==> src/rtl/atm_account_ledger_if.sv <==
// Request/response channel between the ATM front-end and the account ledger.
// Both directions use a valid/ready handshake.
interface atm_account_ledger_if #(
    parameter int CARD_W = 8,
    parameter int PIN_W  = 4,
    parameter int BAL_W  = 8,
    parameter int AMT_W  = 5
);
    logic              req_valid;
    logic              req_ready;
    logic [1:0]        req_op;
    logic [CARD_W-1:0] req_card;
    logic [PIN_W-1:0]  req_pin;
    logic [AMT_W-1:0]  req_amount;
    logic              rsp_valid;
    logic              rsp_ready;
    logic [2:0]        rsp_status;
    logic [BAL_W-1:0]  rsp_balance;
    logic [PIN_W-1:0]  rsp_pin;

    modport master (
        output req_valid, req_op, req_card, req_pin, req_amount, rsp_ready,
        input  req_ready, rsp_valid, rsp_status, rsp_balance, rsp_pin
    );

    modport slave (
        input  req_valid, req_op, req_card, req_pin, req_amount, rsp_ready,
        output req_ready, rsp_valid, rsp_status, rsp_balance, rsp_pin
    );
endinterface

==> src/rtl/atm_account_ledger.sv <==
// Account store and transaction executor: sequential card search, PIN check
// with retry lockout, then deposit/withdraw/query with overflow protection.
module atm_account_ledger #(
    parameter  int NUM_ACCTS = 4,
    parameter  int CARD_W    = 8,
    parameter  int PIN_W     = 4,
    parameter  int BAL_W     = 8,
    parameter  int AMT_W     = 5,
    parameter  int MAX_TRIES = 3,
    localparam int IDXW      = (NUM_ACCTS > 1) ? $clog2(NUM_ACCTS) : 1
) (
    input  logic              clk,
    input  logic              rst_n,
    input  logic              init_we,
    input  logic [IDXW-1:0]   init_idx,
    input  logic [CARD_W-1:0] init_card,
    input  logic [PIN_W-1:0]  init_pin,
    input  logic [BAL_W-1:0]  init_bal,
    atm_account_ledger_if.slave bus
);
    localparam int SW = BAL_W + 1;
    localparam int FW = 2;

    localparam logic [2:0] ST_OK     = 3'd0;
    localparam logic [2:0] ST_NOCARD = 3'd1;
    localparam logic [2:0] ST_BADPIN = 3'd2;
    localparam logic [2:0] ST_LOCKED = 3'd3;
    localparam logic [2:0] ST_INSUFF = 3'd4;
    localparam logic [2:0] ST_OVFL   = 3'd5;

    localparam logic [1:0] OP_AUTH  = 2'b00;
    localparam logic [1:0] OP_DEP   = 2'b01;
    localparam logic [1:0] OP_WDR   = 2'b10;
    localparam logic [1:0] OP_QUERY = 2'b11;

    typedef enum logic [1:0] {
        S_IDLE,
        S_SEARCH,
        S_EXEC,
        S_RESP
    } state_t;

    state_t state_q, state_d;

    logic [CARD_W-1:0] acct_card_q  [NUM_ACCTS];
    logic [PIN_W-1:0]  acct_pin_q   [NUM_ACCTS];
    logic [BAL_W-1:0]  acct_bal_q   [NUM_ACCTS];
    logic [FW-1:0]     acct_fails_q [NUM_ACCTS];
    logic              acct_lock_q  [NUM_ACCTS];

    logic [IDXW-1:0]   idx_q, idx_d;
    logic              miss_q, miss_d;
    logic [1:0]        req_op_q, req_op_d;
    logic [CARD_W-1:0] req_card_q, req_card_d;
    logic [PIN_W-1:0]  req_pin_q, req_pin_d;
    logic [AMT_W-1:0]  req_amt_q, req_amt_d;

    logic              rsp_valid_q, rsp_valid_d;
    logic [2:0]        rsp_status_q, rsp_status_d;
    logic [BAL_W-1:0]  rsp_balance_q, rsp_balance_d;
    logic [PIN_W-1:0]  rsp_pin_q, rsp_pin_d;

    logic              init_fire;
    logic              req_fire;
    logic              hit;
    logic              last;
    logic [SW-1:0]     sum;
    logic [SW-1:0]     amt_ext;
    logic [FW-1:0]     fails_inc;
    logic              ex_we;
    logic [BAL_W-1:0]  ex_bal;
    logic [FW-1:0]     ex_fails;
    logic              ex_lock;

    assign bus.req_ready   = (state_q == S_IDLE) && !init_we;
    assign bus.rsp_valid   = rsp_valid_q;
    assign bus.rsp_status  = rsp_status_q;
    assign bus.rsp_balance = rsp_balance_q;
    assign bus.rsp_pin     = rsp_pin_q;

    assign init_fire = (state_q == S_IDLE) && init_we;
    assign req_fire  = bus.req_valid && bus.req_ready;
    // Card 0 marks an empty slot, so a zero request card must never hit.
    assign hit       = (acct_card_q[idx_q] == req_card_q) && (req_card_q != '0);
    assign last      = (idx_q == IDXW'(NUM_ACCTS - 1));
    assign amt_ext   = SW'(req_amt_q);
    assign sum       = {1'b0, acct_bal_q[idx_q]} + amt_ext;
    assign fails_inc = acct_fails_q[idx_q] + 1'b1;

    always_comb begin
        state_d       = state_q;
        idx_d         = idx_q;
        miss_d        = miss_q;
        req_op_d      = req_op_q;
        req_card_d    = req_card_q;
        req_pin_d     = req_pin_q;
        req_amt_d     = req_amt_q;
        rsp_valid_d   = rsp_valid_q;
        rsp_status_d  = rsp_status_q;
        rsp_balance_d = rsp_balance_q;
        rsp_pin_d     = rsp_pin_q;
        ex_we         = 1'b0;
        ex_bal        = acct_bal_q[idx_q];
        ex_fails      = acct_fails_q[idx_q];
        ex_lock       = acct_lock_q[idx_q];

        unique case (state_q)
            S_IDLE: begin
                if (req_fire) begin
                    req_op_d   = bus.req_op;
                    req_card_d = bus.req_card;
                    req_pin_d  = bus.req_pin;
                    req_amt_d  = bus.req_amount;
                    idx_d      = '0;
                    miss_d     = 1'b0;
                    state_d    = S_SEARCH;
                end
            end
            S_SEARCH: begin
                if (hit) begin
                    state_d = S_EXEC;
                end else if (last) begin
                    miss_d  = 1'b1;
                    state_d = S_EXEC;
                end else begin
                    idx_d = idx_q + 1'b1;
                end
            end
            S_EXEC: begin
                state_d       = S_RESP;
                rsp_valid_d   = 1'b1;
                rsp_balance_d = acct_bal_q[idx_q];
                rsp_pin_d     = acct_pin_q[idx_q];
                if (miss_q) begin
                    rsp_status_d  = ST_NOCARD;
                    rsp_balance_d = '0;
                    rsp_pin_d     = '0;
                end else if (acct_lock_q[idx_q]) begin
                    rsp_status_d = ST_LOCKED;
                end else if (req_pin_q != acct_pin_q[idx_q]) begin
                    rsp_status_d = ST_BADPIN;
                    ex_we        = 1'b1;
                    ex_fails     = fails_inc;
                    ex_lock      = (fails_inc >= FW'(MAX_TRIES));
                end else begin
                    ex_we        = 1'b1;
                    ex_fails     = '0;
                    rsp_status_d = ST_OK;
                    unique case (req_op_q)
                        OP_DEP: begin
                            if (sum[BAL_W]) begin
                                rsp_status_d = ST_OVFL;
                            end else begin
                                ex_bal        = sum[BAL_W-1:0];
                                rsp_balance_d = sum[BAL_W-1:0];
                            end
                        end
                        OP_WDR: begin
                            if (amt_ext > {1'b0, acct_bal_q[idx_q]}) begin
                                rsp_status_d = ST_INSUFF;
                            end else begin
                                ex_bal        = acct_bal_q[idx_q] - BAL_W'(req_amt_q);
                                rsp_balance_d = ex_bal;
                            end
                        end
                        OP_AUTH, OP_QUERY: ;
                        default: ;
                    endcase
                end
            end
            S_RESP: begin
                if (bus.rsp_ready) begin
                    rsp_valid_d = 1'b0;
                    state_d     = S_IDLE;
                end
            end
            default: state_d = S_IDLE;
        endcase
    end

    always_ff @(posedge clk) begin
        if (!rst_n) begin
            state_q       <= S_IDLE;
            idx_q         <= '0;
            miss_q        <= 1'b0;
            req_op_q      <= '0;
            req_card_q    <= '0;
            req_pin_q     <= '0;
            req_amt_q     <= '0;
            rsp_valid_q   <= 1'b0;
            rsp_status_q  <= '0;
            rsp_balance_q <= '0;
            rsp_pin_q     <= '0;
            for (int i = 0; i < NUM_ACCTS; i++) begin
                acct_card_q[i]  <= '0;
                acct_pin_q[i]   <= '0;
                acct_bal_q[i]   <= '0;
                acct_fails_q[i] <= '0;
                acct_lock_q[i]  <= 1'b0;
            end
        end else begin
            state_q       <= state_d;
            idx_q         <= idx_d;
            miss_q        <= miss_d;
            req_op_q      <= req_op_d;
            req_card_q    <= req_card_d;
            req_pin_q     <= req_pin_d;
            req_amt_q     <= req_amt_d;
            rsp_valid_q   <= rsp_valid_d;
            rsp_status_q  <= rsp_status_d;
            rsp_balance_q <= rsp_balance_d;
            rsp_pin_q     <= rsp_pin_d;
            if (init_fire && (32'(init_idx) < NUM_ACCTS)) begin
                acct_card_q[init_idx]  <= init_card;
                acct_pin_q[init_idx]   <= init_pin;
                acct_bal_q[init_idx]   <= init_bal;
                acct_fails_q[init_idx] <= '0;
                acct_lock_q[init_idx]  <= 1'b0;
            end
            if (ex_we) begin
                acct_bal_q[idx_q]   <= ex_bal;
                acct_fails_q[idx_q] <= ex_fails;
                acct_lock_q[idx_q]  <= ex_lock;
            end
        end
    end
endmodule

==> src/flat_wrapper.sv <==
// flat-port wrapper written by rule: the top's interface ports become plain ports
module atm_account_ledger_flat 
#(
    parameter  int NUM_ACCTS = 4,
    parameter  int CARD_W    = 8,
    parameter  int PIN_W     = 4,
    parameter  int BAL_W     = 8,
    parameter  int AMT_W     = 5,
    parameter  int MAX_TRIES = 3,
    localparam int IDXW      = (NUM_ACCTS > 1) ? $clog2(NUM_ACCTS) : 1
)
  (clk, rst_n, init_we, init_idx, init_card, init_pin, init_bal, bus_req_valid, bus_req_op, bus_req_card, bus_req_pin, bus_req_amount, bus_rsp_ready, bus_req_ready, bus_rsp_valid, bus_rsp_status, bus_rsp_balance, bus_rsp_pin);
  atm_account_ledger_if #(.CARD_W(CARD_W), .PIN_W(PIN_W), .BAL_W(BAL_W), .AMT_W(AMT_W)) bus_i ();
  input  logic clk;
  input  logic rst_n;
  input  logic init_we;
  input  logic [IDXW-1:0] init_idx;
  input  logic [CARD_W-1:0] init_card;
  input  logic [PIN_W-1:0] init_pin;
  input  logic [BAL_W-1:0] init_bal;
  input wire logic [$bits(bus_i.req_valid)-1:0] bus_req_valid;
  input wire logic [$bits(bus_i.req_op)-1:0] bus_req_op;
  input wire logic [$bits(bus_i.req_card)-1:0] bus_req_card;
  input wire logic [$bits(bus_i.req_pin)-1:0] bus_req_pin;
  input wire logic [$bits(bus_i.req_amount)-1:0] bus_req_amount;
  input wire logic [$bits(bus_i.rsp_ready)-1:0] bus_rsp_ready;
  output wire logic [$bits(bus_i.req_ready)-1:0] bus_req_ready;
  output wire logic [$bits(bus_i.rsp_valid)-1:0] bus_rsp_valid;
  output wire logic [$bits(bus_i.rsp_status)-1:0] bus_rsp_status;
  output wire logic [$bits(bus_i.rsp_balance)-1:0] bus_rsp_balance;
  output wire logic [$bits(bus_i.rsp_pin)-1:0] bus_rsp_pin;
  assign bus_i.req_valid = bus_req_valid;
  assign bus_i.req_op = bus_req_op;
  assign bus_i.req_card = bus_req_card;
  assign bus_i.req_pin = bus_req_pin;
  assign bus_i.req_amount = bus_req_amount;
  assign bus_i.rsp_ready = bus_rsp_ready;
  assign bus_req_ready = bus_i.req_ready;
  assign bus_rsp_valid = bus_i.rsp_valid;
  assign bus_rsp_status = bus_i.rsp_status;
  assign bus_rsp_balance = bus_i.rsp_balance;
  assign bus_rsp_pin = bus_i.rsp_pin;
  atm_account_ledger #(.NUM_ACCTS(NUM_ACCTS), .CARD_W(CARD_W), .PIN_W(PIN_W), .BAL_W(BAL_W), .AMT_W(AMT_W), .MAX_TRIES(MAX_TRIES)) u_core (.clk(clk), .rst_n(rst_n), .init_we(init_we), .init_idx(init_idx), .init_card(init_card), .init_pin(init_pin), .init_bal(init_bal), .bus(bus_i));
endmodule
==> config.mk <==
export PLATFORM = sky130hd
export DESIGN_NAME = atm_account_ledger_flat
export DESIGN_NICKNAME = d
export VERILOG_FILES = /design/src/rtl/atm_account_ledger_if.sv /design/src/rtl/atm_account_ledger.sv /design/src/flat_wrapper.sv
export SDC_FILE = /design/constraint.sdc
export NUM_CORES = 1
export LEC_CHECK = 0
export ABC_AREA = 1
export BUFFER_PORTS_ARGS = -buffer_cell sky130_fd_sc_hd__buf_2
export CAP_MARGIN = 20
export CORE_UTILIZATION = 40
export CTS_CLUSTER_DIAMETER = 150
export DETAILED_ROUTE_END_ITERATION = 8
export GPL_TIMING_DRIVEN = 0
export MAX_ROUTING_LAYER = met4
export PLACE_DENSITY = 0.58
export SYNTH_ARGS = -nofsm -noshare
export SYNTH_HDL_FRONTEND = slang
export SYNTH_SLANG_ARGS = --single-unit
export TNS_END_PERCENT = 50
==> constraint.sdc <==
create_clock -name clk -period 8 [get_ports clk]
set_clock_uncertainty 0.15 [all_clocks]
set_input_delay 0 -clock clk [delete_from_list [all_inputs] [get_ports clk]]
set_output_delay 0 -clock clk [all_outputs]
set_load 0.02 [all_outputs]
=== Word level (Yosys, flattened, before mapping) ===
Memory sizes are Yosys's and may differ from the RTL's. A register that Yosys moved wholly into a read port is not among the register bits.
Cells that the tools add are included.

* Memories kept: 5
* Output and inout bits: 17
* Word-level logic and storage cells: 140
* Input port bits: 46
* RAM bits: 92
* Flip-flop bits (word level): 40

{| class="wikitable"
|+ Memories
! name !! depth !! bits a word !! rd ports !! clocked after memory_dff !! write ports !! line !! source
|-
| u_core.acct_bal_q || 4 || 8 || 1 || 1 || 4 || atm_account_ledger.sv:47 || <nowiki>logic [BAL_W-1:0] acct_bal_q [NUM_ACCTS];</nowiki>
|-
| u_core.acct_card_q || 4 || 8 || 1 || 1 || 4 || atm_account_ledger.sv:45 || <nowiki>logic [CARD_W-1:0] acct_card_q [NUM_ACCTS];</nowiki>
|-
| u_core.acct_pin_q || 4 || 4 || 1 || 1 || 4 || atm_account_ledger.sv:46 || <nowiki>logic [PIN_W-1:0] acct_pin_q [NUM_ACCTS];</nowiki>
|-
| u_core.acct_fails_q || 4 || 2 || 1 || 1 || 4 || atm_account_ledger.sv:48 || <nowiki>logic [FW-1:0] acct_fails_q [NUM_ACCTS];</nowiki>
|-
| u_core.acct_lock_q || 4 || 1 || 1 || 1 || 4 || atm_account_ledger.sv:49 || <nowiki>logic acct_lock_q [NUM_ACCTS];</nowiki>
|}

* Eq/ne operators: 14
* $lt $le $gt $ge: 2
* $add $sub $neg: 4
* Multiplexer cells: 82
* Reduce and logical (&&, ||, !) cells: 22

{| class="wikitable"
|+ Operators by type and width
! kind !! number
|-
| 2-to-1 mux 8 bit || 10
|-
| 2-to-1 mux 2 bit || 31
|-
| 2-to-1 mux 1 bit || 28
|-
| OR reduction 8 bit || 3
|-
| case mux 8 bit (2 select lines) || 1
|-
| 2-to-1 mux 3 bit || 5
|-
| adder 8 x 5 -> 9 bit || 1
|-
| == test 2 bit (second input constant) || 4
|-
| == test 8 bit || 1
|-
| > comparator 5 x 8 -> 1 bit || 1
|-
| 2-to-1 mux 4 bit || 2
|-
| case mux 2 bit (4 select lines) || 1
|-
| AND reduction 4 bit || 2
|-
| nonzero test 8 bit || 1
|-
| subtractor 8 x 5 -> 8 bit || 1
|-
| != test 2 bit (second input constant) || 3
|-
| case mux 3 bit (2 select lines) || 1
|-
| adder 2 x 1 -> 2 bit (second input constant) || 2
|-
| == test 2 x 1 -> 1 bit (second input constant) || 2
|-
| logical AND 1 bit || 4
|-
| != test 2 x 1 -> 1 bit (second input constant) || 2
|-
| != test 4 bit || 1
|-
| case mux 1 bit (2 select lines) || 2
|-
| case mux 2 bit (2 select lines) || 1
|-
| other kinds (10) || 14
|}

=== Longest topological paths before layout ===
Gate-level depths: netlist (run 1).

* Depth after elaboration: 8
* Depth in mapped cells: 22
* Gate-level depth less buffers: 19

=== Worst setup path after synthesis (run 1) ===
No wires, ideal clock.

* Path kind: register to register
* Start point: register (tool-made name)
* End point: memory u_core.acct_bal_q[0][7] (data pin)
* Setup time: 0.259 ns
* Path slack: 4.837 ns
* Cell stages (with the launch flop): 23
* Required time: 7.591 ns
* Data arrival time: 2.754 ns
* Buffers on the path: 4
* Clock period less this slack: 3.163 ns
* Cell sequence: dfxtp_1 buf_6 buf_8 buf_2 buf_2 nand2_1 nand3_1 nand2_1 inv_1 ha_1 fa_1 nand3_1 nand2_1 nand2_1 nand2_1 nand3_1 nand3_1 nand2_1 nand3_1 nand2_1 nand2_1 nand2_1 a21oi_1

{| class="wikitable"
|+ RTL lines
! item !! line
|-
| to (decl) || atm_account_ledger.sv:47
|}

==> metrics.md, run 1 <==
| Metric | Value |
|---|---|
| Clock transition at path regs | `60 ps` |
| Max Transition Viols Final | `0` |
| Max IR drop VDD | `0.193 mV` |
| CTS resizes | `0` |
| Area Overhead vs Synth | `23.3%` |
| Share of cells above drive strength 1 | `0.149` |
| Setup-failing EPs final | `0` |
| Fmax | `247 MHz` |
| H-tree levels | `4` |
| Vias in the first global route | `5548` |
| HPWL Detailed | `13.1 mm` |
| DRC viols | `0` |
| Synth Cell Area | `0.00696 mm^2` |
| N_diodes | `0` |
| Starting Density | `0.415` |
| Status | `completed` |
| Leakage | `0.00373 uW` |
| Vias per cell | `4.97` |
| Mapped Avg Cell Area | `8.46 um^2` |
| Largest net degree at the start of global routing | `17` |
| IO Pins | `63` |
| Synthesized instance count | `823` |
| Port Buffers | `61` |
| Finished Layout Cells | `1188` |
| Critical Path RT | `8030 ps` |
| CP endpoint kind | `register` |
| Final hold viol count | `0` |
| Pre-Repair DR Iteration Count | `7` |
| HP Class | `input port to register` |
| Setup CP Type | `register to register` |
| Arrival @ worst endpoint | `4080 ps` |
| Vias | `5910` |
| Placed insts | `1104` |
| Slew headroom | `0.543` |
| PwrDens | `282 mW/mm^2` |
| Leading post-synthesis cells by cell area | `edfxtp_1 (38%), dfxtp_1 (13%), nand2_1 (11%)` |
| Final Cycle Share | `0.506` |
| CTS sink cnt | `134` |
| Post-synth EDFFs | `89` |
| Ys flop type | `edfxtp_1` |
| Worst Tran Pin Value | `686 ps` |
| CP startpoint kind | `register` |
| Area fraction of the dominant cell type after synthesis | `0.384` |
| Asr flop ratio synth | `0` |
| Final Critical Period | `4050 ps` |
| RSZ-0062 raised after global routing | `false` |
| Die height | `134 um` |
| Final WL | `18.8 mm` |
| Yosys cell types | `39` |
| Die ar. | `0.0179 mm^2` |
| Max-capacitance violation count | `0` |
| DR WL/cell | `15.9 um` |
| Critical path peak fanout | `10` |
| Number of CTS-inserted buffers | `17` |
| Synthesized Nets | `891` |
| Routed Antenna Nets | `0` |
| Die X | `134 um` |
| Root Buffer | `clkbuf_16` |
| First-pass GRT wire length | `29.6 mm` |
| Core Rows | `47` |
| Post-Route Utilization | `0.512` |
| #FFs+latches synth | `134` |
| Setup Total Neg Slack | `0 ps` |
| GRT overflow | `0` |
| Clock Path Buffers | `2` |
| Core area | `0.0168 mm^2` |
| CTS tree | `built` |
| Cell taking the most area after synthesis | `edfxtp_1` |
| Sequential share of the synthesized area | `0.513` |
| Initial DRC Count | `337` |
| Placer Congestion | `0.884` |
| Nets | `1023` |
| Synthesis warning total | `0` |
| Worst skew pair latency | `430 ps` |
| Initial antenna violation count | `0` |
| Tot GR Track Use | `0.228` |
## sequential cells by signal, summed over array words and instances, names as in the netlist, named ones only
| name | cells |
|---|---|
| u_core.bus.rsp_status | 3 |
| u_core.acct_fails_q | 8 |
| u_core.req_pin_q | 4 |
| u_core.state_q | 2 |
| u_core.bus.rsp_balance | 8 |
| u_core.bus.rsp_valid | 1 |
| u_core.acct_pin_q | 16 |
| u_core.req_amt_q | 5 |
| u_core.req_card_q | 8 |
| u_core.bus.rsp_pin | 4 |
| u_core.req_op_q | 2 |
| u_core.acct_lock_q | 4 |
| u_core.acct_bal_q | 32 |
| u_core.miss_q | 1 |
| u_core.acct_card_q | 32 |
| u_core.idx_q | 2 |
## synthesized netlist by cell type, drive strengths merged, types with 2 or more instances
master	instances
a21oi	69
a22oi	3
buf	21
clkbuf	13
dfxtp	45
edfxtp	89
fa	2
ha	20
inv	71
nand2	223
nand3	97
nand3b	2
nand4	5
nor2	95
nor3	5
nor4	2
o21ai	40
o22ai	6
xor2	9
## cell type report
| cell class | instances | area (um^2) |
|---|---|---|
| repair buffers | 113 | 827 |
| fillers | 1622 | 8170 |
| multi-input cells | 584 | 2920 |
| clock inverters | 5 | 27.5 |
| well taps | 220 | 275 |
| inverters | 71 | 267 |
| clock buffers | 27 | 493 |
| plain buffers | 34 | 201 |
| flip-flops and latches | 134 | 3570 |
## what timing repair did
item	CTS	global route
hold buffers	51	0
buffers inserted	0	0
endpoints found under the setup margin	0	0
hold endpoints to repair	103	0
## worst paths after layout
kind,from,end,slack [ps],cells past startpoint
worst max-delay path,register,u_core.acct_bal_q[1][1]$_SDFFCE_PN0P_,3950,20
worst min-delay path,rst_n,u_core.bus.rsp_balance[0]$_SDFFE_PN0P_,50,4
worst max register to register,register,u_core.acct_bal_q[1][1]$_SDFFCE_PN0P_,3950,20
worst min register to register,u_core.miss_q$_SDFFE_PN0P_,u_core.miss_q$_SDFFE_PN0P_,310,2
## routing by layer
metal | routed length [um] | up-vias | track usage | part of all wire
li1 | - | 3009 | - | -
met1 | 8470 | 2744 | 0.286 | 0.45
met2 | 9370 | 140 | 0.375 | 0.50
met3 | 786 | 17 | 0.0382 | 0.042
met4 | 227 | 0 | 0.0707 | 0.012
met5 | 0 | - | - | 0
## cells in the final DEF (no fill, tap or decap), types with 2 or more instances in the layout
| master | count |
|---|---|
| buf_2 | 69 |
| a22oi_1 | 2 |
| clkbuf_16 | 17 |
| nand2_2 | 11 |
| nand3_2 | 8 |
| fa_1 | 2 |
| xor2_1 | 9 |
| clkbuf_8 | 3 |
| dlygate4sd3_1 | 51 |
| a21oi_1 | 69 |
| edfxtp_1 | 89 |
| buf_4 | 4 |
| nand3_1 | 88 |
| buf_1 | 3 |
| nor2_2 | 6 |
| nand2_1 | 211 |
| o22ai_1 | 6 |
| nor4_1 | 2 |
| buf_6 | 6 |
| inv_2 | 5 |
| nand3b_1 | 2 |
| dfxtp_1 | 45 |
| clkinv_2 | 4 |
| inv_1 | 66 |
| nor2_1 | 88 |
| ha_1 | 20 |
| o21ai_0 | 39 |
| nor3_1 | 4 |
| nand4_1 | 5 |
| clkbuf_1 | 20 |
## logic make-up after synthesis
| group | count (synthesis) | share of synthesized area |
|---|---|---|
| fa+ha+maj | 22 | 0.0417 |
| flops | 134 | 0.513 |
| compound gates | 122 | 0.0938 |
| simple gates | 430 | 0.272 |
| buf+inv | 105 | 0.0672 |
| xor+xnor | 10 | 0.0126 |
## through the flow
| step | setup WS, ps | total power, uW | instance area (um^2) | hold WS, ps |
|---|---|---|---|---|
| finish | 3950 | 2420 | 8590 | 46.2 |
| global route | 3600 | 2570 | 8590 | 80.7 |
| CTS | 3920 | 2430 | 8570 | 46.1 |
| detailed placement | 3930 | 1710 | 7540 | 128 |
| global placement | 3940 | 1700 | 7540 | 126 |
| floorplan | 4840 | 1480 | 6960 | -69.6 |
## critical path, stage by stage, from the launching register on
cell	delay, ps
dfxtp_1	320
inv_2	170
buf_6	190
buf_2	250
buf_2	250
o21ai_0	100
o22ai_1	470
ha_1	330
buf_2	170
nand2_1	70
nor2_1	40
nor2_1	150
nor2_1	70
nor2_1	200
inv_1	60
o21ai_0	280
o21ai_0	130
nand2_1	110
nand3_2	90
nand2_2	110
a21oi_1	70
## where the power goes
| part | internal, uW | switching (uW) |
|---|---|---|
| Sequential | 857 | 43.5 |
| Combinational | 270 | 549 |
| Clock | 418 | 286 |
Power figures use the tool's default switching activity.
==> run 2: changes to the inputs <==
==> constraint.sdc (replaced) <==
create_clock -name clk -period 4.2 [get_ports clk]
set_clock_uncertainty 0.15 [all_clocks]
set_input_delay 0 -clock clk [delete_from_list [all_inputs] [get_ports clk]]
set_output_delay 0 -clock clk [all_outputs]
set_load 0.02 [all_outputs]
==> metrics.md, run 2 (synthesis results as in run 1) <==
| Metric | Value |
|---|---|
| Status | `completed` |
| Leakage | `0.00373 uW` |
| Worst path top cell family by delay | `compound AO/OA/AOI/OAI gates` |
| Setup bufs post-CTS | `0` |
| Area Overhead vs Synth | `23.5%` |
| RSZ-0062 raised after global routing | `false` |
| Placer Congestion | `0.884` |
| Final Critical Period | `3830 ps` |
| Final Cycle Share | `0.912` |
| Final WL | `18.8 mm` |
| HP Class | `input port to register` |
| Worst Hold Depth | `4` |
| Worst reg2reg endpoint | `u_core.acct_bal_q[1][7]$_SDFFCE_PN0P_` |
| Initial DRC Count | `334` |
| P_int | `2950 uW` |
| Share of power burned in the clock network | `0.290` |
| H-tree levels | `4` |
| Initial antenna violation count | `0` |
| Max IR drop VDD | `0.367 mV` |
| Setup-failing EPs final | `0` |
| Slowest-stage cell, CP | `o22ai_2` |
| Tot GR Track Use | `0.228` |
| GRT overflow | `0` |
| Finished Layout Cells | `1188` |
| IO Pins | `63` |
| Share of cells above drive strength 1 | `0.151` |
| Die ar. | `0.0179 mm^2` |
| Routed Antenna Nets | `0` |
| HPWL Detailed | `13.1 mm` |
| CP bufs+invs | `5` |
| Commonest non-fill, non-tap cell in the layout | `nand2_1` |
| Clock Path Buffers | `2` |
| Vias in the first global route | `5548` |
| Clock transition at path regs | `60 ps` |
| Pre-Repair DR Iteration Count | `6` |
| Vias per cell | `4.97` |
| Hold Path End | `u_core.bus.rsp_balance[0]$_SDFFE_PN0P_` |
| Nets | `1023` |
| N_diodes | `0` |
| CTS sink cnt | `134` |
| Root Buffer | `clkbuf_16` |
| CP startpoint kind | `register` |
| CTS tree | `built` |
| Worst path max stage delay | `340 ps` |
| Placed insts | `1104` |
| Core area | `0.0168 mm^2` |
| Final hold viol count | `0` |
| Fmax | `261 MHz` |
| Slew headroom | `0.543` |
| Largest net degree at the start of global routing | `17` |
| Worst Tran Pin Value | `685 ps` |
| Fill cells | `1622` |
| Cells along the critical path | `inv_2 > buf_6 > buf_2 > buf_2 > nor2_1 > o22ai_2 > ha_1 > buf_2 > a21oi_1 > o21ai_0 > a21oi_1 > nand4_1 > nand3_1 > nand3_1 > nand2_1 > nand2_1 > nand2_1 > a21oi_1` |
| PwrDens | `538 mW/mm^2` |
| Port Buffers | `61` |
| DR WL/cell | `15.8 um` |
| DRC viols | `0` |
| Critical path peak fanout | `10` |
| Sequential share of power | `0.371` |
| Most frequent cells in the layout | `nand2_1 (211), edfxtp_1 (89), nor2_1 (88), nand3_1 (88)` |
| Die X | `134 um` |
| Max-capacitance violation count | `0` |
| Biggest regs | `u_core.acct_bal_q: 32 flops, u_core.acct_card_q: 32 flops, u_core.acct_pin_q: 16 flops` |
| R2r setup slk | `370 ps` |
| Core Rows | `47` |
| Starting Density | `0.415` |
| Max Transition Viols Final | `0` |
| Pre-CTS setup slack | `131 ps` |
| First-pass GRT wire length | `29.6 mm` |
| Sw frac | `0.363` |
| Number of CTS-inserted buffers | `17` |
| FF-to-FF path depth | `18` |
| Hold Crit Start | `rst_n` |
| Vias | `5904` |
| Sequential cell area | `0.00357 mm^2` |
| Area of the multi-input gates | `0.00293 mm^2` |
| Switch Pwr | `1680 uW` |
| Critical Path RT | `4230 ps` |
| Arrival @ worst endpoint | `3860 ps` |
| Worst skew pair latency | `430 ps` |
| Die height | `134 um` |
| Setup CP Type | `register to register` |
| Combinational share of power | `0.339` |
| Fin worst setup slack | `370 ps` |
| CP endpoint kind | `register` |
| Setup Total Neg Slack | `0 ps` |
## run 2: cell counts in the layout (fill, tap and decap cells not counted)
Identical to the previous run, type by type.
## run 2: layout make-up
cell class | instances | area share
tap | 220 | 0.0320
buffer | 34 | 0.0234
sequential | 134 | 0.416
inverter | 71 | 0.0310
timing repair buffer | 113 | 0.0962
clock buffer | 27 | 0.0573
clock inverter | 5 | 0.00320
multi-input combinational | 584 | 0.341
## run 2: worst max-delay path by stage
| stage | endpoint | cells after the start | slack, ps |
|---|---|---|---|
| 3_5_place_dp | u_core.acct_bal_q[1][1]$_SDFFCE_PN0P_ | 20 | 130 |
| 2_1_floorplan | u_core.acct_bal_q[0][7]$_SDFFCE_PN0P_ | 22 | 1040 |
| 6_report | u_core.acct_bal_q[1][7]$_SDFFCE_PN0P_ | 18 | 370 |
| 4_1_cts | u_core.acct_bal_q[1][1]$_SDFFCE_PN0P_ | 20 | 120 |
| 3_3_place_gp | u_core.acct_bal_q[1][1]$_SDFFCE_PN0P_ | 20 | 140 |
| 5_1_grt | u_core.acct_bal_q[1][7]$_SDFFCE_PN0P_ | 20 | 4 |
## run 2: what timing repair did
action / CTS / global route
gates resized for setup: 0 / 3
hold endpoints to repair: 103 / 0
hold buffers: 51 / 0
setup endpoints to repair: 0 / 29
## run 2: power by group through the flow
stage | Clock [uW] | Sequential, uW | Combinational [uW]
after detailed placement | 0 | 1740 | 1510
after floorplan | 0 | 1740 | 1080
final | 1340 | 1710 | 1570
after CTS | 1340 | 1720 | 1560
after global routing | 1400 | 1730 | 1770
after global placement | 0 | 1740 | 1510
## run 2: metrics by stage
step | hold slack [ps] | util | instance area (um^2) | total power (uW)
detailed placement | 128 | 0.450 | 7540 | 3260
floorplan | -69.6 | - | 6960 | 2820
global placement | 126 | 0.450 | 7540 | 3250
global route | 80.7 | 0.513 | 8600 | 4900
CTS | 46.1 | 0.512 | 8570 | 4620
finish | 45.8 | 0.513 | 8600 | 4620
## run 2: worst min-delay path: cells and delay by family
| kind | cells | cell delay, ps |
|---|---|---|
| buffers and inverters | 3 | 430 |
| AND/OR/NAND/NOR | 1 | 150 |
## run 2: metal layers
layer	wire length, um	track usage	vias up
met2	9320	0.375	149
li1	-	-	3008
met1	8400	0.286	2727
met5	0	-	-
met3	837	0.0382	20
met4	253	0.0707	0
